`config.mk`:
```
export PLATFORM = sky130hd
export DESIGN_NAME = ps2_packet_ctrl_flat
export DESIGN_NICKNAME = d
export VERILOG_FILES = /design/src/rtl/ps2_packet_ctrl_if.sv /design/src/rtl/ps2_packet_ctrl.sv /design/src/flat_wrapper.sv
export SDC_FILE = /design/constraint.sdc
export NUM_CORES = 1
export LEC_CHECK = 0
export ABC_AREA = 1
export CELL_PAD_IN_SITES_DETAIL_PLACEMENT = 0
export CELL_PAD_IN_SITES_GLOBAL_PLACEMENT = 1
export CORE_ASPECT_RATIO = 1.1
export CORE_MARGIN = 10
export CORE_UTILIZATION = 41
export CTS_CLUSTER_DIAMETER = 100
export DETAILED_ROUTE_END_ITERATION = 16
export PLACE_DENSITY_LB_ADDON = 0.1
export SLEW_MARGIN = 40
export SYNTH_ARGS = -nofsm -noshare
export SYNTH_HDL_FRONTEND = slang
export SYNTH_SLANG_ARGS = --single-unit
```
`constraint.sdc`:
```
create_clock -name clk -period 2 [get_ports clk]
set_input_delay 0.4 -clock clk [delete_from_list [all_inputs] [get_ports clk]]
set_output_delay 0.4 -clock clk [all_outputs]
set_load 0.005 [all_outputs]
```
`src/rtl/ps2_packet_ctrl_if.sv`:
```
// Byte-stream input and packet-output bundle for the PS/2 packet controller.
// No latency of its own; wires only.
// Byte side cannot be stalled; packet side uses valid/ready.
interface ps2_packet_ctrl_if;
  logic        in_valid;
  logic [7:0]  in_data;
  logic        pkt_ready;
  logic        pkt_valid;
  logic [23:0] pkt_data;
  logic        pkt_drop;
  logic        resync;
  logic [7:0]  drop_count;

  // Environment side: drives bytes and ready, observes packets and status.
  modport master (
    output in_valid, in_data, pkt_ready,
    input  pkt_valid, pkt_data, pkt_drop, resync, drop_count
  );

  // Controller side.
  modport slave (
    input  in_valid, in_data, pkt_ready,
    output pkt_valid, pkt_data, pkt_drop, resync, drop_count
  );
endinterface

```
`src/rtl/ps2_packet_ctrl.sv`:
```
// Assembles PS/2 mouse bytes into 3-byte packets with bit-3 framing and an inter-byte timeout.
// Latency: pkt_valid rises on the edge that samples byte 3; pulses are registered, one cycle late.
// Upstream never stalls; a finished packet arriving while the one-entry buffer is held is dropped and counted.
module ps2_packet_ctrl #(
  parameter int unsigned TIMEOUT = 1000
) (
  input  logic              clk,
  input  logic              reset,
  ps2_packet_ctrl_if.slave  bus
);

  typedef enum logic [1:0] {
    SYNC = 2'd0,
    GOT1 = 2'd1,
    GOT2 = 2'd2
  } state_t;

  // Counter value in the last idle cycle before a partial packet is abandoned.
  localparam logic [15:0] TMO_LAST = 16'(TIMEOUT - 1);

  state_t      state_q, state_d;
  logic [7:0]  byte1_q, byte1_d;
  logic [7:0]  byte2_q, byte2_d;
  logic [15:0] tmo_q, tmo_d;
  logic        pkt_valid_q, pkt_valid_d;
  logic [23:0] pkt_data_q, pkt_data_d;
  logic        pkt_drop_q, pkt_drop_d;
  logic        resync_q, resync_d;
  logic [7:0]  drop_cnt_q, drop_cnt_d;
  logic        complete;

  // Assembler: framing on byte 1 bit 3, byte capture and inter-byte timeout.
  always_comb begin
    state_d  = state_q;
    byte1_d  = byte1_q;
    byte2_d  = byte2_q;
    tmo_d    = tmo_q;
    resync_d = 1'b0;
    complete = 1'b0;
    case (state_q)
      SYNC: begin
        tmo_d = 16'd0;
        if (bus.in_valid) begin
          if (bus.in_data[3]) begin
            byte1_d = bus.in_data;
            state_d = GOT1;
          end else begin
            resync_d = 1'b1;
          end
        end
      end
      GOT1: begin
        if (bus.in_valid) begin
          // A byte in the timeout cycle still counts; it wins over the timeout.
          byte2_d = bus.in_data;
          tmo_d   = 16'd0;
          state_d = GOT2;
        end else if (tmo_q == TMO_LAST) begin
          tmo_d    = 16'd0;
          resync_d = 1'b1;
          state_d  = SYNC;
        end else begin
          tmo_d = tmo_q + 16'd1;
        end
      end
      GOT2: begin
        if (bus.in_valid) begin
          // Byte 3 is taken as-is; only byte 1 carries the framing bit.
          complete = 1'b1;
          tmo_d    = 16'd0;
          state_d  = SYNC;
        end else if (tmo_q == TMO_LAST) begin
          tmo_d    = 16'd0;
          resync_d = 1'b1;
          state_d  = SYNC;
        end else begin
          tmo_d = tmo_q + 16'd1;
        end
      end
      default: begin
        tmo_d   = 16'd0;
        state_d = SYNC;
      end
    endcase
  end

  // One-entry output buffer: load on completion if free or being drained, else drop and count.
  always_comb begin
    pkt_valid_d = pkt_valid_q;
    pkt_data_d  = pkt_data_q;
    pkt_drop_d  = 1'b0;
    drop_cnt_d  = drop_cnt_q;
    if (complete) begin
      if (!pkt_valid_q || bus.pkt_ready) begin
        pkt_valid_d = 1'b1;
        pkt_data_d  = {byte1_q, byte2_q, bus.in_data};
      end else begin
        pkt_drop_d = 1'b1;
        if (drop_cnt_q != 8'hFF) begin
          drop_cnt_d = drop_cnt_q + 8'd1;
        end
      end
    end else if (pkt_valid_q && bus.pkt_ready) begin
      pkt_valid_d = 1'b0;
    end
  end

  // State and output registers; a pending packet is simply lost on reset.
  always_ff @(posedge clk) begin
    if (reset) begin
      state_q     <= SYNC;
      byte1_q     <= 8'h00;
      byte2_q     <= 8'h00;
      tmo_q       <= 16'd0;
      pkt_valid_q <= 1'b0;
      pkt_data_q  <= 24'h0;
      pkt_drop_q  <= 1'b0;
      resync_q    <= 1'b0;
      drop_cnt_q  <= 8'h00;
    end else begin
      state_q     <= state_d;
      byte1_q     <= byte1_d;
      byte2_q     <= byte2_d;
      tmo_q       <= tmo_d;
      pkt_valid_q <= pkt_valid_d;
      pkt_data_q  <= pkt_data_d;
      pkt_drop_q  <= pkt_drop_d;
      resync_q    <= resync_d;
      drop_cnt_q  <= drop_cnt_d;
    end
  end

  assign bus.pkt_valid  = pkt_valid_q;
  assign bus.pkt_data   = pkt_data_q;
  assign bus.pkt_drop   = pkt_drop_q;
  assign bus.resync     = resync_q;
  assign bus.drop_count = drop_cnt_q;

endmodule

```
`src/flat_wrapper.sv`:
```
// flat-port wrapper written by rule: the top's interface ports become plain ports
module ps2_packet_ctrl_flat 
#(
  parameter int unsigned TIMEOUT = 1000
)
  (clk, reset, bus_in_valid, bus_in_data, bus_pkt_ready, bus_pkt_valid, bus_pkt_data, bus_pkt_drop, bus_resync, bus_drop_count);
  ps2_packet_ctrl_if bus_i ();
  input  logic clk;
  input  logic reset;
  input wire logic [$bits(bus_i.in_valid)-1:0] bus_in_valid;
  input wire logic [$bits(bus_i.in_data)-1:0] bus_in_data;
  input wire logic [$bits(bus_i.pkt_ready)-1:0] bus_pkt_ready;
  output wire logic [$bits(bus_i.pkt_valid)-1:0] bus_pkt_valid;
  output wire logic [$bits(bus_i.pkt_data)-1:0] bus_pkt_data;
  output wire logic [$bits(bus_i.pkt_drop)-1:0] bus_pkt_drop;
  output wire logic [$bits(bus_i.resync)-1:0] bus_resync;
  output wire logic [$bits(bus_i.drop_count)-1:0] bus_drop_count;
  assign bus_i.in_valid = bus_in_valid;
  assign bus_i.in_data = bus_in_data;
  assign bus_i.pkt_ready = bus_pkt_ready;
  assign bus_pkt_valid = bus_i.pkt_valid;
  assign bus_pkt_data = bus_i.pkt_data;
  assign bus_pkt_drop = bus_i.pkt_drop;
  assign bus_resync = bus_i.resync;
  assign bus_drop_count = bus_i.drop_count;
  ps2_packet_ctrl #(.TIMEOUT(TIMEOUT)) u_core (.clk(clk), .reset(reset), .bus(bus_i));
endmodule
```
Word level (Yosys, flattened, before mapping)
Cells that the tools add are included.

Memory bits (read-only): 0. Memories kept: 0. Bits in latches: 0. Flip-flop bits (word level): 69. RAM bits: 0. Logic and storage cells: 52. Input port bits: 12. Output and inout bits: 35.

Div/mod/pow operators: 0. Bitwise logic cells: 3. Equal/unequal tests: 7. $lt $le $gt $ge: 0. Add/sub/neg operators: 2. Shifts and indexed selects: 0. Reduce and logical (&&, ||, !) cells: 14. Multiply operators: 0. Mux-type cells: 17.

Operators by type and width (number): adder 16 x 1 -> 16 bit, second input constant (1); == test 16 x 10 -> 1 bit, second input constant (1); 2-to-1 mux 1 bit (10); 2-to-1 mux 2 bit (5); adder 8 x 1 -> 8 bit, second input constant (1); != test 8 bit, second input constant (1); AND reduction 2 bit (4); != test 2 bit, second input constant (3); one-hot mux 2 bit (3 select lines) (1); AND reduction 3 bit (2); OR reduction 2 bit (2); OR reduction 4 bit (1); NOT 1 bit (3); == test 2 x 1 -> 1 bit, second input constant (1); == test 2 bit, second input constant (1); zero test 2 bit (1); one-hot mux 1 bit (2 select lines) (1); nonzero test 2 bit (1); logical AND 1 bit (1); zero test 1 bit (1); logical OR 1 bit (1).

Longest topological paths before layout
Word-level depth: 4. Mapped depth: 10. Gate-level depth less buffers: 10.

Worst setup path before layout
OpenSTA, ideal clock, no wires.

Path type: reg-to-reg. Start: register u_core.state_q[0]. End: register u_core.drop_cnt_q[6] (netlist: u_core.bus.drop_count[6]). Required time: 1872 ps. Arrival time: 1142 ps. Stages on the path, launching flop included: 10. Library setup time: 128 ps. Period minus slack after synthesis: 1269 ps. Slack: 731 ps. Cell sequence: dfxtp_1 > inv_1 > ha_1 > nand2_2 > nor2_4 > nand2_4 > inv_2 > nand3_2 > nand2_1 > nor2_1.

Cells in the longest elaborated chain, start to end: 3.

RTL lines: start: declaration (RTL line ps2_packet_ctrl.sv:21) `state_t state_q, state_d;`; start signal: assignment (RTL line ps2_packet_ctrl.sv:121) `state_q <= state_d;`; == test 2 bit (RTL line ps2_packet_ctrl.sv:40) `case (state_q)`; 2-to-1 mux 1 bit (RTL line ps2_packet_ctrl.sv:40); AND reduction 3 bit (no line); end signal: assignment (RTL line ps2_packet_ctrl.sv:129) `drop_cnt_q <= drop_cnt_d;`; end: declaration (RTL line ps2_packet_ctrl.sv:29) `logic [7:0] drop_cnt_q, drop_cnt_d;`.

Every way passes these cells. A chain may end at the register's enable or synchronous reset.

Worst setup path after layout
Start: register u_core.drop_cnt_q[2] (netlist: u_core.bus.drop_count[2]). End: output port bus_drop_count[2].

RTL lines: end: declaration (RTL line flat_wrapper.sv:17) `output wire logic [$bits(bus_i.drop_count)-1:0] bus_drop_count;`.

No word-level cell between the ends.

==> results.yml <==
run_status:
  outcome: "completed"
cells_and_area:
  syn_to_final_growth_pct: 25.82
  diodes: 0
  final_util_pct: 53.30
  fin_cells: 553
  layout-drive-gt1-share_pct: 10.04
  final_nets: 482
worst_setup_path:
  critPathRequiredTime_ns: 1.60
  crit_path_start: "u_core.bus.drop_count[2]"
  criticalPathCategory: "reg -> out"
  worst-path-buf-inv: 1
  end_kind: "output pin"
  critPathTopFamily: "buffers and inverters"
  cp_slowest_cell: "clkdlybuf4s50_1"
  crit_path_max_fanout: 6
  slowest_delay_ns: 0.55
  startpoint_type: "register"
  r2r_start: "u_core.state_q[0]"
  crit_chain: "clkdlybuf4s50_1"
  critical_path_arrival_ns: 1.33
timing:
  setup_viol: 0
  tns_ns: 0
  final_hold_viol_count: 0
  hold_slack_ns: 0.4658
  slew_headroom_pct: 64.68
  fmax_mhz: 577.8
  timing.final.crit_share_pct: 86.54
  rsz0062_at_grt: "false"
  period_needed_ns: 1.731
  worst_pin_slew_ns: 0.5290
  finClkSkew_ns: 0.009394
  maxSlewViolCount: 0
clock_tree:
  clock_sinks: 69
  clkTransAtPathRegs_ns: 0.07
  cts_tree: "done"
  cts_made_buffers: 9
  insertion_delay_ns: 0.34
  cts.path.max_buffers: 2
  htreeDepth: 3
  cts-root-buf: "clkbuf_8"
  post_cts_buffers: 0
  cts_hold_buf: 0
  cts_resized: 0
routing:
  wl_um: 6859
  avgRoutedWirePerCell_um: 12.40
  viasPerCell: 4.814
  dr.pass1.iters: 4
  antenna_left: 0
  num_vias: 2662
  drc: 0
  drtIter0Drc: 106
pwr:
  power_mw: 3.059
  seqPwrFrac_pct: 47.3
  p_clk_share_pct: 44.5
  combPwrFrac_pct: 8.2
  p_int_mw: 2.363
  powerDensity_nw_per_um2: 814.5
  sw_frac_of_total_pct: 22.75
  leakage_nw: 1.384
  ir_worst_vdd_v: 0.0004991
  p_switching_mw: 0.6961
logic_synthesis:
  yosysTopAreaCell: "dfxtp_1"
  synth_xor_area_share_pct: 2.347
  synth.most_common_cell: "nor2_1"
  synth_flop_cell: "dfxtp_1"
  synth_top_area_share_pct: 46.27
  yosysSeqAreaShare_pct: 46.27
  synth_fp_nets: 433
  synth_warnings: 0
  synth_fa_ha_area_share_pct: 2.515
  yosys.area_share.simple_pct: 32.10
  avgSynthCellArea_um2: 7.194
  synthesis.instances: 415
  synth-edff-count: 0
  synth_top_family_by_area: "simple AND/OR/NAND/NOR gates"
  synth.top_cells.by_count: "nor2_1, nand2_1, dfxtp_1"
  synth-async-reset-ratio_pct: 0
  synth_compound_area_share_pct: 10.14
  ys_top_cells_by_area: "dfxtp_1, nor2_1, nand2_1"
  synth_mux_area_share_pct: 0
  yosysUniqueCellTypes: 28
  ys_ff_latch: 69
  syn-cell-area_um2: 2985
placement:
  port_buffers: 46
  dpl.cell_count: 538
  dp_hpwl_um: 5045
  place_congestion: 0.8180
global_routing:
  grt_use_total_pct: 12.53
  grt-busiest-layer: "met2"
  overflow: 0
  grt.met1_usage_pct: 14.65
  met3_usage_pct: 4.583
  antenna_found_initial: 0
  grt_max_degree: 40
  grt_use_met2_pct: 19.92
  grt_pass1_wl_um: 11280
  grt_pass1_vias: 2437
floorplanning:
  die_height_um: 109.5
  fp.dieArea_um2: 11100
  start_util_pct: 42.37
  ios: 47
  fp.dieW_um: 101.4
  num_rows: 32
  core_area_um2: 7047
job:
  drv_cap: 0
hold_path:
  hp-start: "u_core.tmo_q[0]"
  holdCritPathClass: "reg -> reg"
kinds of logic (layout without fill, tap and decap cells):
group | Yosys count | after routing
AOI/OAI and AO/OA | 60 | 60
xor gates and xnor gates | 8 | 8
adders and majority gates | 6 | 6
buffers and inverters | 48 | 101
DFF | 69 | 69
and+or+nand+nor | 224 | 224
flip-flops by register name, summed over array words and instances (netlist names):
name                   flops
u_core.bus.pkt_data       24
u_core.tmo_q              16
u_core.bus.drop_count      8
u_core.byte1_q             8
u_core.byte2_q             8
u_core.state_q             2
u_core.bus.pkt_drop        1
u_core.bus.pkt_valid       1
u_core.bus.resync          1
power groups by stage:
stage	sequential [mW]	combinational, mW	clock, mW
finish	1.45	0.252	1.36
global route	1.45	0.285	1.47
CTS	1.45	0.257	1.40
detailed placement	1.48	0.257	0
global placement	1.48	0.256	0
floorplan	1.48	0.144	0
layout make-up:
class	instances	area (um^2)
timing repair buffer	50	490.5
inverter	36	135.1
sequential	69	1381
tap	85	106.4
multi-input combinational	298	1406
clock buffer	9	123.9
fill	712	3291
clock inverter	6	112.6
path summary, 6_finish.rpt:
kind / to / slack (ns) / cells after the start
setup / recovery: bus_drop_count[2] / 0.27 / 1
hold / removal: u_core.tmo_q[0] / 0.47 / 1
setup reg to reg: u_core.bus.drop_count[6] / 0.57 / 9
hold reg to reg: u_core.tmo_q[0] / 0.47 / 1
per-stage QoR:
step                worst slack [ns]  cell area [um^2]
finish                        0.2693              3756
floorplan                     0.7305              2985
CTS                           0.2424              3756
detailed placement            0.1998              3520
global placement              0.2234              3520
global route                  0.1822              3756
routing by layer:
metal	part of all wire, %	up-vias
met4	2.0	0
li1	-	1410
met3	6.4	11
met5	0	-
met2	45	52
met1	47	1189
worst register-to-register path: cells and delay by family (launching register included):
kind	cells	cell delay [ns]
simple gates	6	0.53
flops	1	0.34
fa+ha+maj	1	0.24
buf+inv	2	0.22
layout by cell type (no fill, tap or decap), types with 2 or more instances in the layout:
cell,synthesis,layout
nor2_1,101,101
nand2_1,76,76
dfxtp_1,69,69
clkdlybuf4s50_1,0,46
o21ai_0,36,36
inv_1,23,23
a21oi_1,23,23
nand3_1,19,19
inv_2,10,10
clkbuf_8,0,9
xor2_1,7,7
nor2_2,6,6
ha_1,6,6
nand2_2,5,5
nor3_1,5,5
buf_4,1,4
nand3_2,3,3
clkinv_1,3,3
nand4_1,3,3
bufinv_16,0,3
nand2_4,2,2
clkinv_4,0,2
No activity file was read; power rests on OpenSTA's default activity.
